===== config.mk =====
export PLATFORM = sky130hd
export DESIGN_NAME = seq_divider
export DESIGN_NICKNAME = d
export VERILOG_FILES = /design/src/rtl/seq_divider.sv
export SDC_FILE = /design/constraint.sdc
export NUM_CORES = 1
export LEC_CHECK = 0
export ABC_AREA = 1
export CELL_PAD_IN_SITES_DETAIL_PLACEMENT = 1
export CELL_PAD_IN_SITES_GLOBAL_PLACEMENT = 2
export CORE_MARGIN = 1.5
export CORE_UTILIZATION = 34
export DETAILED_ROUTE_END_ITERATION = 8
export GPL_ROUTABILITY_DRIVEN = 0
export PLACE_DENSITY = 0.93
export SLEW_MARGIN = 20
export SYNTH_ARGS = -nofsm -noshare
export SYNTH_HDL_FRONTEND = slang
export SYNTH_SLANG_ARGS = --single-unit

===== constraint.sdc =====
create_clock -name clk -period 5.6 [get_ports clk]
set_clock_uncertainty 0.1 [all_clocks]
set_input_delay 0.56 -clock clk [delete_from_list [all_inputs] [get_ports clk]]
set_output_delay 0.56 -clock clk [all_outputs]
set_load 0.02 [all_outputs]

===== src/rtl/seq_divider.sv =====
// seq_divider: multi-cycle unsigned restoring divider, one quotient bit per clock.
// Ports:
//   clk, rstN            - rising-edge clock, async active-low reset
//   start                - request, sampled only when not busy (IDLE or DONE)
//   dividend, divisor    - operands, captured on an accepted start
//   quotient, remainder  - registered results, held until the next completion
//   busy                 - high while iterating
//   done                 - one-cycle pulse when results become valid
//   divByZero            - set with done when divisor was zero, held with results
module seq_divider #(
  parameter int WIDTH = 32
) (
  input  logic             clk,
  input  logic             rstN,
  input  logic             start,
  input  logic [WIDTH-1:0] dividend,
  input  logic [WIDTH-1:0] divisor,
  output logic [WIDTH-1:0] quotient,
  output logic [WIDTH-1:0] remainder,
  output logic             busy,
  output logic             done,
  output logic             divByZero
);

  localparam int CW = $clog2(WIDTH);
  localparam logic [CW-1:0] LAST = CW'(WIDTH - 1);

  typedef enum logic [1:0] {IDLE, RUN, DONE} state_t;

  state_t           state_q, state_d;
  logic [CW-1:0]    cnt_q, cnt_d;
  // Partial remainder is always < divisor, so its top (WIDTH+1-th) bit is
  // always zero between iterations and need not be stored.
  logic [WIDTH-1:0] rem_q, rem_d;
  logic [WIDTH-1:0] quo_q, quo_d;
  logic [WIDTH-1:0] dvs_q, dvs_d;
  logic [WIDTH-1:0] quotient_q, quotient_d;
  logic [WIDTH-1:0] remainder_q, remainder_d;
  logic             dbz_q, dbz_d;

  logic [WIDTH:0]   r_shift;
  logic [WIDTH:0]   trial;

  always_comb begin
    state_d     = state_q;
    cnt_d       = cnt_q;
    rem_d       = rem_q;
    quo_d       = quo_q;
    dvs_d       = dvs_q;
    quotient_d  = quotient_q;
    remainder_d = remainder_q;
    dbz_d       = dbz_q;

    r_shift = {rem_q, quo_q[WIDTH-1]};
    // Trial subtraction as add of inverted divisor with carry-in; bit WIDTH is the sign.
    trial   = r_shift + ~{1'b0, dvs_q} + {{WIDTH{1'b0}}, 1'b1};

    case (state_q)
      IDLE, DONE: begin
        state_d = IDLE;
        if (start) begin
          dvs_d = divisor;
          rem_d = '0;
          quo_d = dividend;
          cnt_d = '0;
          if (divisor == '0) begin
            // Results are decided immediately; no iteration needed.
            quotient_d  = '1;
            remainder_d = dividend;
            dbz_d       = 1'b1;
            state_d     = DONE;
          end else begin
            state_d = RUN;
          end
        end
      end
      RUN: begin
        if (!trial[WIDTH]) begin
          rem_d = trial[WIDTH-1:0];
          quo_d = {quo_q[WIDTH-2:0], 1'b1};
        end else begin
          rem_d = r_shift[WIDTH-1:0];
          quo_d = {quo_q[WIDTH-2:0], 1'b0};
        end
        cnt_d = cnt_q + 1'b1;
        if (cnt_q == LAST) begin
          quotient_d  = quo_d;
          remainder_d = rem_d;
          dbz_d       = 1'b0;
          cnt_d       = '0;
          state_d     = DONE;
        end
      end
      default: state_d = IDLE;
    endcase
  end

  always_ff @(posedge clk or negedge rstN) begin
    if (!rstN) begin
      state_q     <= IDLE;
      cnt_q       <= '0;
      rem_q       <= '0;
      quo_q       <= '0;
      dvs_q       <= '0;
      quotient_q  <= '0;
      remainder_q <= '0;
      dbz_q       <= 1'b0;
    end else begin
      state_q     <= state_d;
      cnt_q       <= cnt_d;
      rem_q       <= rem_d;
      quo_q       <= quo_d;
      dvs_q       <= dvs_d;
      quotient_q  <= quotient_d;
      remainder_q <= remainder_d;
      dbz_q       <= dbz_d;
    end
  end

  assign quotient  = quotient_q;
  assign remainder = remainder_q;
  assign divByZero = dbz_q;
  assign busy      = (state_q == RUN);
  assign done      = (state_q == DONE);

endmodule


-- Word-level counts from Yosys, hierarchy flattened
Index checks and enable logic that the tools add are counted.
- $add $sub $neg: 3
- equal/unequal tests: 6
- multiplexer cells: 25
- bitwise gates (word level): 1
- reduce and logical (&&, ||, !) cells: 7
- operator list (cell ; number):
    $mux 32 ; 9
    $pmux 32 s2 ; 4
    $add 33x1->33 const B ; 1
    $add 33x33->33 ; 1
    $not 32->33 ; 1
    $logic_not 32->1 ; 1
    $mux 5 ; 2
    $pmux 5 s2 ; 1
    $mux 2 ; 3
    $add 5x1->5 const B ; 1
    $eq 5x5->1 const B ; 1
    $mux 1 ; 4
    $ne 2x2->1 const B ; 2
    $pmux 2 s2 ; 1
    $reduce_and 2->1 ; 2
    $reduce_and 4->1 ; 1
    $eq 2x1->1 const B ; 1
    $eq 2x2->1 const B ; 1
    $logic_not 2->1 ; 1
    $ne 2x1->1 const B ; 1
    $pmux 1 s2 ; 1
    $reduce_bool 2->1 ; 1
    $reduce_or 2->1 ; 1
- register bits: 168

-- Depth between registers and ports, before layout
Gate-level depths: netlist (run 1).
- word-level depth: 6
- gate-level depth with buffers: 19
- mapped depth without buffers: 18

-- Least setup slack after synthesis (run 1)
OpenSTA, ideal clock, no wires.
- path type: register to register
- start: register quo_q[31]
- end: register remainder_q[31], in the netlist remainder[31]
- setup time: 113 ps
- data arrival time: 2066 ps
- slack: 3322 ps
- stages on the path, launching flop included: 20
- buffers on the path: 1
- period minus slack after synthesis: 2278 ps
- cell sequence: dfrtp_1 -> inv_1 -> ha_1 -> inv_1 -> fa_1 -> nand2_1 -> nand2_1 -> nand3_2 -> nand2_4 -> nand2_4 -> nand2_4 -> nand2_4 -> nand2_4 -> nand2_4 -> nand2_8 -> buf_12 -> nand3_2 -> nand3_1 -> nand2_1 -> inv_1
- longest elaborated chain between the ends: 5
- ends and longest elaborated chain (what ; RTL line ; text):
    start, declared ; 35 ; logic [WIDTH-1:0] quo_q, quo_d;
    start signal, assigned ; 112 ; quo_q <= quo_d;
    $add 33x33->33 ; 56 ; trial = r_shift + ~{1'b0, dvs_q} + {{WIDTH{1'b0}}, 1'b1};
    $add 33x1->33 ; 56 ;
    $mux 32 ; 78 ; if (!trial[WIDTH]) begin
    $mux 32 ; 86 ; if (cnt_q == LAST) begin
    $pmux 32 s2 ; 58 ; case (state_q)
    end signal, assigned ; 115 ; remainder_q <= remainder_d;
    end, declared ; 38 ; logic [WIDTH-1:0] remainder_q, remainder_d;
Every way passes these cells. The select of a mux whose other input is x is not followed.
A chain may end at the register's enable or synchronous reset.

-- Worst setup path in the final report (run 1)
- start: register state_q[0]
- end: register remainder_q[22], in the netlist remainder[22]
- longest elaborated chain between the ends: 4
- elaborated cells between the ends (all ways): 10
- ends and longest elaborated chain (what ; RTL line ; text):
    start, declared ; 30 ; state_t state_q, state_d;
    start signal, assigned ; 109 ; state_q <= state_d;
    $eq 2x2->1 / $logic_not 2->1 (equally long branches) ; 58 ;
    $reduce_or 2->1 ; 58 ;
    $ne 2x2->1 (no line) / $reduce_bool 2->1 (equally long branches) ; n/a ;
    $reduce_and 4->1 (no line) ; n/a ;
Parallel ways exist; a longest one is shown, timed or not.

==> results of run 1 <==
## flip-flops by register name (all words and copies together), names as in the netlist
| register | count |
|---|---|
| dvs_q | 32 |
| quotient | 32 |
| rem_q | 32 |
| quo_q | 32 |
| cnt_q | 5 |
| remainder | 32 |
| state_q | 2 |
| divByZero | 1 |
## power breakdown
group          internal [uW]  switching (uW)
registers               1820             438
logic                   1960            3810
clock network            610             591
total                   4390            4840
## kinds of logic after synthesis
group                      Yosys count  share of synthesized area, %
and+or+nand+nor                    822                          35.6
buffers and inverters              337                          12.8
xor gates and xnor gates            15                          1.21
adders and majority gates           35                          4.10
AOI/OAI and AO/OA                  155                          7.55
DFF                                168                          38.7
## layout by cell type (no fill, tap or decap), types with 7 or more instances in the layout
cell             count
a21oi_1             16
buf_4                8
clkbuf_16           17
clkdlybuf4s50_1    132
dfrtp_1            168
ha_1                34
inv_1              265
inv_2               14
nand2_1            444
nand2_2              8
nand2_4              7
nand3_1             91
nand3_2             64
nand4_1             15
nor2_1             138
nor3_1               9
o21ai_0            127
or2_2               26
xor2_1              15
## metal layers
layer | vias to the layer above | part of all wire [%] | track usage, %
met1 | 4728 | 47 | 27.1
li1 | 4913 | - | -
met3 | 28 | 2.6 | 2.79
met2 | 148 | 49 | 34.9
met5 | - | 0 | 0
met4 | 0 | 1.6 | 5.47
## stage by stage
stage | area (um^2) | util (%)
2_1_floorplan | 10900 | -
3_3_place_gp | 12400 | 39.5
3_5_place_dp | 12400 | 39.5
4_1_cts | 13000 | 41.4
5_1_grt | 13000 | 41.4
6_report | 13000 | 41.4
## area by class of cell
| cell class | instances | share of cell area, % |
|---|---|---|
| multi-input cells | 1027 | 40.5 |
| flip-flops and latches | 168 | 32.3 |
| repair buffers | 141 | 10.7 |
| clock buffers | 18 | 3.37 |
| well taps | 402 | 3.86 |
| inverters | 280 | 8.08 |
| clock inverters | 14 | 1.19 |
## worst max-delay path, stage by stage, from the launching register on
cell	delay, ns
dfrtp_1	0.41
inv_2	0.12
nor2_4	0.04
inv_2	0.04
buf_4	0.58
nand2_1	0.17
nand2_2	0.50
inv_2	0.43
or2_2	0.40
nand2_1	0.08
inv_1	0.04
## final timing paths
kind                                   startpoint                        end  depth (start not counted)
min reg2reg                 dvs_q[11]$_DFFE_PN0P_      dvs_q[11]$_DFFE_PN0P_                          2
min in group clk            dvs_q[11]$_DFFE_PN0P_      dvs_q[11]$_DFFE_PN0P_                          2
max in group asynchronous                    rstN   quotient[25]$_DFFE_PN0P_                          2
max reg2reg                state_q[0]$_DFFE_PN0N_  remainder[22]$_DFFE_PN0P_                         10
max                        state_q[0]$_DFFE_PN0N_  remainder[22]$_DFFE_PN0P_                         10
min                                          rstN       rem_q[7]$_DFFE_PN0P_                          1
==> flow_metrics.env, run 1 <==
export IMPL_status="finished clean"
export IMPL_viasPerCell=4.79
export IMPL_htreeDepth=4
export IMPL_worstSetupPathType="register to register"
export IMPL_fin_crit_ns=3.06
export IMPL_cts_num_sinks=168
export IMPL_coreArea_um2=31500
export IMPL_crit_path_start_kind="register"
export IMPL_antenna_found_initial=0
export IMPL_clock_latency_ns=0.45
export IMPL_syn_area_um2=10900
export IMPL_p_per_area_nw_per_um2=709
export IMPL_cts_setup_buffers=0
export IMPL_tightestPinTransition_ns=0.905
export IMPL_routed_wirelength_um=32600
export IMPL_yosys_top_cells_area="dfrtp_1 (39%), nand2_1 (15%), inv_1 (9.2%)"
export IMPL_grt_pass1_vias=10016
export IMPL_rsz0062_at_grt="no"
export IMPL_die_y_um=182
export IMPL_ys_warn_count=0
export IMPL_worst_slack_ns=2.54
export IMPL_clk_pin_slew_ns=0.08
export IMPL_cp_end_kind="register"
export IMPL_synth_edf_count=0
export IMPL_dpl_worst_slack_ns=2.04
export IMPL_synth_top_area_share_pct=38.7
export IMPL_num_antenna_cells=0
export IMPL_grt_overflow=0
export IMPL_ir_drop_mv=0.287
export IMPL_finalHoldViolCount=0
export IMPL_slew_viol_final=0
export IMPL_ctsResizeCount=0
export IMPL_wl_per_cell_um=15.9
export IMPL_grt_max_degree=97
export IMPL_yosys_top_cells_count="nand2_1 (445), inv_1 (266), dfrtp_1 (168)"
export IMPL_yosysSeqAreaShare_pct=38.7
export IMPL_drive_gt1_share_pct=10.3
export IMPL_die_area_um2=33000
export IMPL_hp_class="input pin to asynchronous set/reset pin"
export IMPL_dp_hpwl_um=25000
export IMPL_hold_worst_slack_ns=0.0372
export IMPL_cts_tree="built"
export IMPL_fillers=3962
export IMPL_path_max_fanout=95
export IMPL_vias=9817
export IMPL_layout_worst_path_cycle_share_pct=54.6
export IMPL_drt_pass1_iterations=5
export IMPL_placedCellCount=2018
export IMPL_clock_fmax_ghz=0.327
export IMPL_grt_pass1_wl_um=53000
export IMPL_required_ns=5.85
export IMPL_ys_flop_type="dfrtp_1"
export IMPL_ant_nets=0
export IMPL_portBuffers=133
export IMPL_yosys_cell_count_top_type="nand2_1"
export IMPL_setup_tns_ns=0
export IMPL_finalSetupViolCount=0
export IMPL_leakagePower_uw=0.00680
export IMPL_syn_inst=1532
export IMPL_grtUsageTotal_pct=20.4
export IMPL_die_x_um=182
export IMPL_synth_cell_type_count=40
export IMPL_max_slew_margin_pct=39.7
export IMPL_avgSynthCellArea_um2=7.09
export IMPL_ctsLongestPathBuffers=2
export IMPL_drv_cap=0
export IMPL_final_cell_count_no_fill=2050
export IMPL_syn_nets=1634
export IMPL_reg2reg_setup_slack_ns=2.54
export IMPL_rows=65
export IMPL_final_nets=1737
export IMPL_drt_iter0_drc=644
export IMPL_power_total_uw=9230
export IMPL_drc=0
export IMPL_ios=134
export IMPL_clockRootBuffer="clkbuf_16"
export IMPL_async_flop_share_pct=100
export IMPL_crit_arrival_ns=3.30
export IMPL_yosys_area_top_type="dfrtp_1"
export IMPL_area_growth_pct=19.9
export IMPL_ys_ff_latch=168
export IMPL_multi_input_area_um2=5270
export IMPL_initial_core_util_pct=34.5
export IMPL_register_area_um2=4200
export IMPL_numCtsBuffers=17
export IMPL_hold_buffers=0
(Power assumes the default switching activity.)
==> run 2: changes to the inputs <==
--- a/config.mk
+++ b/config.mk
@@ -9,10 +9,10 @@
 export CELL_PAD_IN_SITES_DETAIL_PLACEMENT = 1
 export CELL_PAD_IN_SITES_GLOBAL_PLACEMENT = 2
 export CORE_MARGIN = 1.5
-export CORE_UTILIZATION = 34
+export CORE_UTILIZATION = 32
 export DETAILED_ROUTE_END_ITERATION = 8
 export GPL_ROUTABILITY_DRIVEN = 0
-export PLACE_DENSITY = 0.93
+export PLACE_DENSITY = 0.89
 export SLEW_MARGIN = 20
 export SYNTH_ARGS = -nofsm -noshare
 export SYNTH_HDL_FRONTEND = slang
==> constraint.sdc (replaced) <==
create_clock -name clk -period 2.9 [get_ports clk]
set_clock_uncertainty 0.1 [all_clocks]
set_input_delay 0.29 -clock clk [delete_from_list [all_inputs] [get_ports clk]]
set_output_delay 0.29 -clock clk [all_outputs]
set_load 0.02 [all_outputs]
==> run 2 against run 1 <==
Critical path depth increased by 5. Combinational power rose by 100%. Maximum frequency increased by 13%. Register-to-register slack lost 2.4 ns. Sequential share of layout area decreased by 0.50 points. Via count increased by 0.94%. Wire length increased by 4.1%. Clock power up 100%. Total power is 99% higher. Largest cell class unchanged. Largest power group unchanged.
==> flow_metrics.env, run 2 (synthesis gave the netlist of run 1 again) <==
export IMPL_grt_pass1_vias=10189
export IMPL_htreeDepth=4
export IMPL_p_per_area_nw_per_um2=1390
export IMPL_status="finished clean"
export IMPL_pwr_share_seq_pct=23.8
export IMPL_dpl_worst_slack_ns=0.0872
export IMPL_clockRootBuffer="clkbuf_16"
export IMPL_reg2reg_depth=15
export IMPL_power_total_uw=18300
export IMPL_grt_overflow=0
export IMPL_cts_setup_buffers=0
export IMPL_final_common_cell="nand2_1"
export IMPL_coreArea_um2=33400
export IMPL_fin_crit_ns=2.71
export IMPL_crit_path_start_kind="register"
export IMPL_p_comb_share_pct=63.1
export IMPL_area_growth_pct=21.8
export IMPL_vias=9909
export IMPL_ios=134
export IMPL_die_y_um=187
export IMPL_rr_endpoint="remainder[9]$_DFFE_PN0P_"
export IMPL_dp_hpwl_um=25900
export IMPL_layout_worst_path_cycle_share_pct=93.4
export IMPL_power_frac_clock_pct=13.1
export IMPL_num_antenna_cells=0
export IMPL_cts_num_sinks=168
export IMPL_p_sw_share_pct=51.8
export IMPL_drc=0
export IMPL_cellInternalPower_uw=8840
export IMPL_path_max_fanout=19
export IMPL_cp_end_kind="register"
export IMPL_routed_wirelength_um=34000
export IMPL_drive_gt1_share_pct=10.8
export IMPL_final_cell_mix="nand2_1 (444), inv_1 (265), dfrtp_1 (168), nor2_1 (138), clkdlybuf4s50_1 (132)"
export IMPL_portBuffers=133
export IMPL_drt_pass1_iterations=4
export IMPL_ctsLongestPathBuffers=2
export IMPL_final_nets=1748
export IMPL_max_slew_margin_pct=39.7
export IMPL_grt_max_degree=101
export IMPL_ir_drop_mv=0.843
export IMPL_reg2reg_from="rem_q[18]$_DFFE_PN0P_"
export IMPL_cp_common_cell="nand2_1"
export IMPL_finalSetupViolCount=0
export IMPL_drv_cap=0
export IMPL_crit_path_cell_trace="ha_1 > nand2_1 > nand2_1 > inv_1 > nand2_1 > nand2_1 > nand2_1 > a21oi_4 > nand3_2 > nand2_8 > buf_12 > nand3_2 > nand3_1 > nand2_1 > inv_1"
export IMPL_hold_worst_slack_ns=0.313
export IMPL_clk_pin_slew_ns=0.07
export IMPL_crit_arrival_ns=2.99
export IMPL_setup_tns_ns=0
export IMPL_power_switching_uw=9510
export IMPL_drt_iter0_drc=494
export IMPL_critPathSlowestCell="dfrtp_1"
export IMPL_clock_fmax_ghz=0.369
export IMPL_cts_tree="built"
export IMPL_required_ns=3.18
export IMPL_grt_pass1_wl_um=54800
export IMPL_rsz0062_at_grt="no"
export IMPL_wl_per_cell_um=16.1
export IMPL_grtUsageTotal_pct=19.8
export IMPL_slew_viol_final=0
export IMPL_finalHoldViolCount=0
export IMPL_die_area_um2=35000
export IMPL_numCtsBuffers=17
export IMPL_tightestPinTransition_ns=0.904
export IMPL_leakagePower_uw=0.00688
export IMPL_viasPerCell=4.70
export IMPL_utilization_pct=39.5
export IMPL_clock_latency_ns=0.44
export IMPL_die_x_um=187
export IMPL_ant_nets=0
export IMPL_rows=67
export IMPL_initial_core_util_pct=32.5
export IMPL_worst_slack_ns=0.192
export IMPL_hp_class="input pin to asynchronous set/reset pin"
export IMPL_reg2reg_setup_slack_ns=0.19
export IMPL_worstSetupPathType="register to register"
export IMPL_max_stage_delay_ns=0.46
export IMPL_antenna_found_initial=1
run 2: changes by cell type in the layout (fill, tap and decap cells not counted), sizes merged:
cell	previous run	this run
clkinvlp	2	1
clkinv	6	8
dlygate4sd3	0	1
buf	9	19
bufinv	0	2
inv	286	283
run 2: how the worst max path moves through the flow:
stage                          startpoint                         to  cells past startpoint
finish              rem_q[18]$_DFFE_PN0P_   remainder[9]$_DFFE_PN0P_                     15
global route        rem_q[18]$_DFFE_PN0P_   remainder[4]$_DFFE_PN0P_                     15
CTS                 rem_q[18]$_DFFE_PN0P_   remainder[9]$_DFFE_PN0P_                     15
detailed placement             divisor[0]   remainder[9]$_DFFE_PN0P_                     14
global placement              divisor[17]  remainder[11]$_DFFE_PN0P_                     14
floorplan           quo_q[31]$_DFFE_PN0P_  remainder[31]$_DFFE_PN0P_                     19
run 2: timing repair:
item / CTS / global route
hold buffers: 1 / 0
hold endpoints to repair: 62 / 0
resized for setup: 0 / 0
run 2: final cells by class:
cell class,count,area [um^2]
flip-flops and latches,168,4200
clock inverters,14,165
inverters,280,1050
clock buffers,18,439
multi-input cells,1027,5270
fillers,4156,20200
well taps,448,561
repair buffers,152,1530
run 2: critical path, delay by kind of cell (launching register included):
kind                     cells  cell delay, ns
AO/OA/AOI/OAI                1            0.26
adder cells (fa/ha/maj)      1            0.42
buffers and inverters        3            0.28
flip-flops                   1            0.46
AND/OR/NAND/NOR             10            1.10
run 2: power groups by stage:
stage	clock, uW	combinational (uW)	sequential, uW
floorplan	0	7720	4670
global placement	0	11300	4370
detailed placement	0	11600	4390
CTS	2470	11700	4370
global route	2550	13000	4500
finish	2410	11600	4360
run 2: routing by layer:
| metal | vias to the layer above | wire length (um) | track usage (%) |
|---|---|---|---|
| li1 | 4932 | - | - |
| met1 | 4774 | 15600 | 26.0 |
| met4 | 0 | 483 | 4.75 |
| met2 | 169 | 16900 | 34.4 |
| met3 | 34 | 1020 | 2.68 |
| met5 | - | 0 | 0 |
run 2: through the flow:
| stage | area, um^2 | cells |
|---|---|---|
| finish | 13200 | 2107 |
| global route | 13200 | 2107 |
| CTS | 13200 | 2107 |
| detailed placement | 12600 | 2074 |
| global placement | 12600 | 2074 |
| floorplan | 10900 | 1532 |
==> run 3: changes to the inputs <==
--- a/config.mk
+++ b/config.mk
@@ -13,6 +13,8 @@
 export DETAILED_ROUTE_END_ITERATION = 8
 export GPL_ROUTABILITY_DRIVEN = 0
 export PLACE_DENSITY = 0.89
+export SETUP_SLACK_MARGIN = 0.5
+export SKIP_LAST_GASP = 1
 export SLEW_MARGIN = 20
 export SYNTH_ARGS = -nofsm -noshare
 export SYNTH_HDL_FRONTEND = slang
==> run 3 against run 2 <==
Setup slack gained 0.18 ns. Via count grew 3.6%. Sequential share of layout area fell by 2.8 points. Core utilization increased by 4.1 points. Die area unchanged. Critical endpoint is now remainder[19]$_DFFE_PN0P_.
==> flow_metrics.env, run 3 (synthesis gave the netlist of run 1 again) <==
export IMPL_grt_pass1_wl_um=58200
export IMPL_drt_iter0_drc=460
export IMPL_worst_slack_ns=0.372
export IMPL_utilization_pct=43.6
export IMPL_wl_per_cell_um=17.7
export IMPL_final_cell_mix="nand2_1 (425), inv_1 (263), dfrtp_1 (151), nor2_1 (132), clkdlybuf4s50_1 (131)"
export IMPL_multi_input_area_um2=6370
export IMPL_reg2reg_from="quo_q[31]$_DFFE_PN0P_"
export IMPL_viasPerCell=4.82
export IMPL_rsz0062_at_grt="yes"
export IMPL_path_max_fanout=8
export IMPL_worstSetupPathType="register to register"
export IMPL_portBuffers=133
export IMPL_dpl_worst_slack_ns=0.0872
export IMPL_clock_fmax_ghz=0.396
export IMPL_antenna_found_initial=0
export IMPL_area_growth_pct=34.3
export IMPL_die_area_um2=35000
export IMPL_cp_end_kind="register"
export IMPL_drive_gt1_share_pct=20.1
export IMPL_tightestPinTransition_ns=0.907
export IMPL_num_antenna_cells=0
export IMPL_grt_overflow=0
export IMPL_die_y_um=187
export IMPL_grt_max_degree=97
export IMPL_finalSetupViolCount=0
export IMPL_die_x_um=187
export IMPL_setup_tns_ns=0
export IMPL_layout_worst_path_cycle_share_pct=87.2
export IMPL_clk_pin_slew_ns=0.07
export IMPL_reg2reg_depth=17
export IMPL_placed_area_um2=12600
export IMPL_htreeDepth=4
export IMPL_rows=67
export IMPL_max_slew_margin_pct=39.5
export IMPL_reg2reg_setup_slack_ns=0.37
export IMPL_final_common_cell="nand2_1"
export IMPL_cts_tree="built"
export IMPL_stdcell_area_um2=14600
export IMPL_routed_wirelength_um=37600
export IMPL_numCtsBuffers=17
export IMPL_hp_class="input pin to asynchronous set/reset pin"
export IMPL_ios=134
export IMPL_status="finished clean"
export IMPL_cts_num_sinks=168
export IMPL_clock_latency_ns=0.45
export IMPL_dp_hpwl_um=25900
export IMPL_crit_arrival_ns=2.82
export IMPL_clockRootBuffer="clkbuf_16"
export IMPL_required_ns=3.19
export IMPL_finalHoldViolCount=0
export IMPL_vias=10270
export IMPL_ant_nets=0
export IMPL_drt_pass1_iterations=5
export IMPL_ctsLongestPathBuffers=2
export IMPL_initial_core_util_pct=32.5
export IMPL_rr_endpoint="remainder[19]$_DFFE_PN0P_"
export IMPL_fin_crit_ns=2.53
export IMPL_slew_viol_final=0
export IMPL_register_area_um2=4230
export IMPL_final_nets=1771
export IMPL_grt_pass1_vias=10688
export IMPL_drv_cap=0
export IMPL_drc=0
export IMPL_fillers=4033
export IMPL_grtUsageTotal_pct=21.1
export IMPL_crit_path_start_kind="register"
export IMPL_coreArea_um2=33400
[run 3: changes by cell type in the layout (fill, tap and decap cells not counted), moves of 19 or more]
cell / previous run / this run
nand3_2: 64 / 91
nand2_1: 444 / 425
nand3_1: 91 / 36
ha_1: 34 / 3
nand3_4: 0 / 28
ha_4: 0 / 30
[run 3: what timing repair did]
| item | 4_1_cts | 5_1_grt |
|---|---|---|
| buffers inserted | 10 | 7 |
| resized for setup | 100 | 102 |
| pin swaps | 21 | 47 |
| setup endpoints to repair | 67 | 73 |
| hold buffers | 1 | 0 |
| hold endpoints to repair | 62 | 0 |
| gates cloned | 5 | 1 |
[run 3: final cells by class]
class / instances / share of cell area, %
Multi-Input combinational cell: 1031 / 43.7
Sequential cell: 168 / 29.0
Timing Repair Buffer: 171 / 12.1
Inverter: 280 / 7.24
Tap cell: 448 / 3.85
Clock buffer: 18 / 3.01
Clock inverter: 14 / 1.13
[run 3: layer usage]
layer  GRT usage (%)  wire (um)
met2            37.1      19300
met3            3.34       1230
met1            26.6      16500
met4            6.36        643
met5               0          0
[run 3: through the flow]
step           cells  hold WS, ns
6_report        2130        0.312
5_1_grt         2130        0.341
4_1_cts         2122        0.319
3_5_place_dp    2074        0.244
3_3_place_gp    2074        0.246
2_1_floorplan   1532       -0.106
[run 3: critical path, cell delays in order (launching register included)]
cell	delay, ns
dfrtp_1	0.40
inv_2	0.09
ha_4	0.13
inv_2	0.04
fa_2	0.35
nand2_2	0.08
nand2_2	0.07
nand3_2	0.09
nand2_4	0.06
nand2_4	0.07
nand2_4	0.07
nand2_8	0.10
nand3_4	0.23
nand2_8	0.26
nand3_2	0.10
nand3_1	0.12
nand2_1	0.05
inv_1	0.05
[run 3: worst max-delay path by stage]
stage	start	end	slack, ns	cells after the start
2_1_floorplan	quo_q[31]$_DFFE_PN0P_	remainder[31]$_DFFE_PN0P_	0.62	19
3_3_place_gp	divisor[17]	remainder[11]$_DFFE_PN0P_	0.16	14
3_5_place_dp	divisor[0]	remainder[9]$_DFFE_PN0P_	0.09	14
6_report	quo_q[31]$_DFFE_PN0P_	remainder[19]$_DFFE_PN0P_	0.37	17
5_1_grt	rem_q[5]$_DFFE_PN0P_	remainder[19]$_DFFE_PN0P_	0.30	14
4_1_cts	quo_q[31]$_DFFE_PN0P_	remainder[9]$_DFFE_PN0P_	0.44	17
Power of run 3 is not shown: default switching activity piles up to over one toggle a cycle in this logic, so the estimate is an artifact.
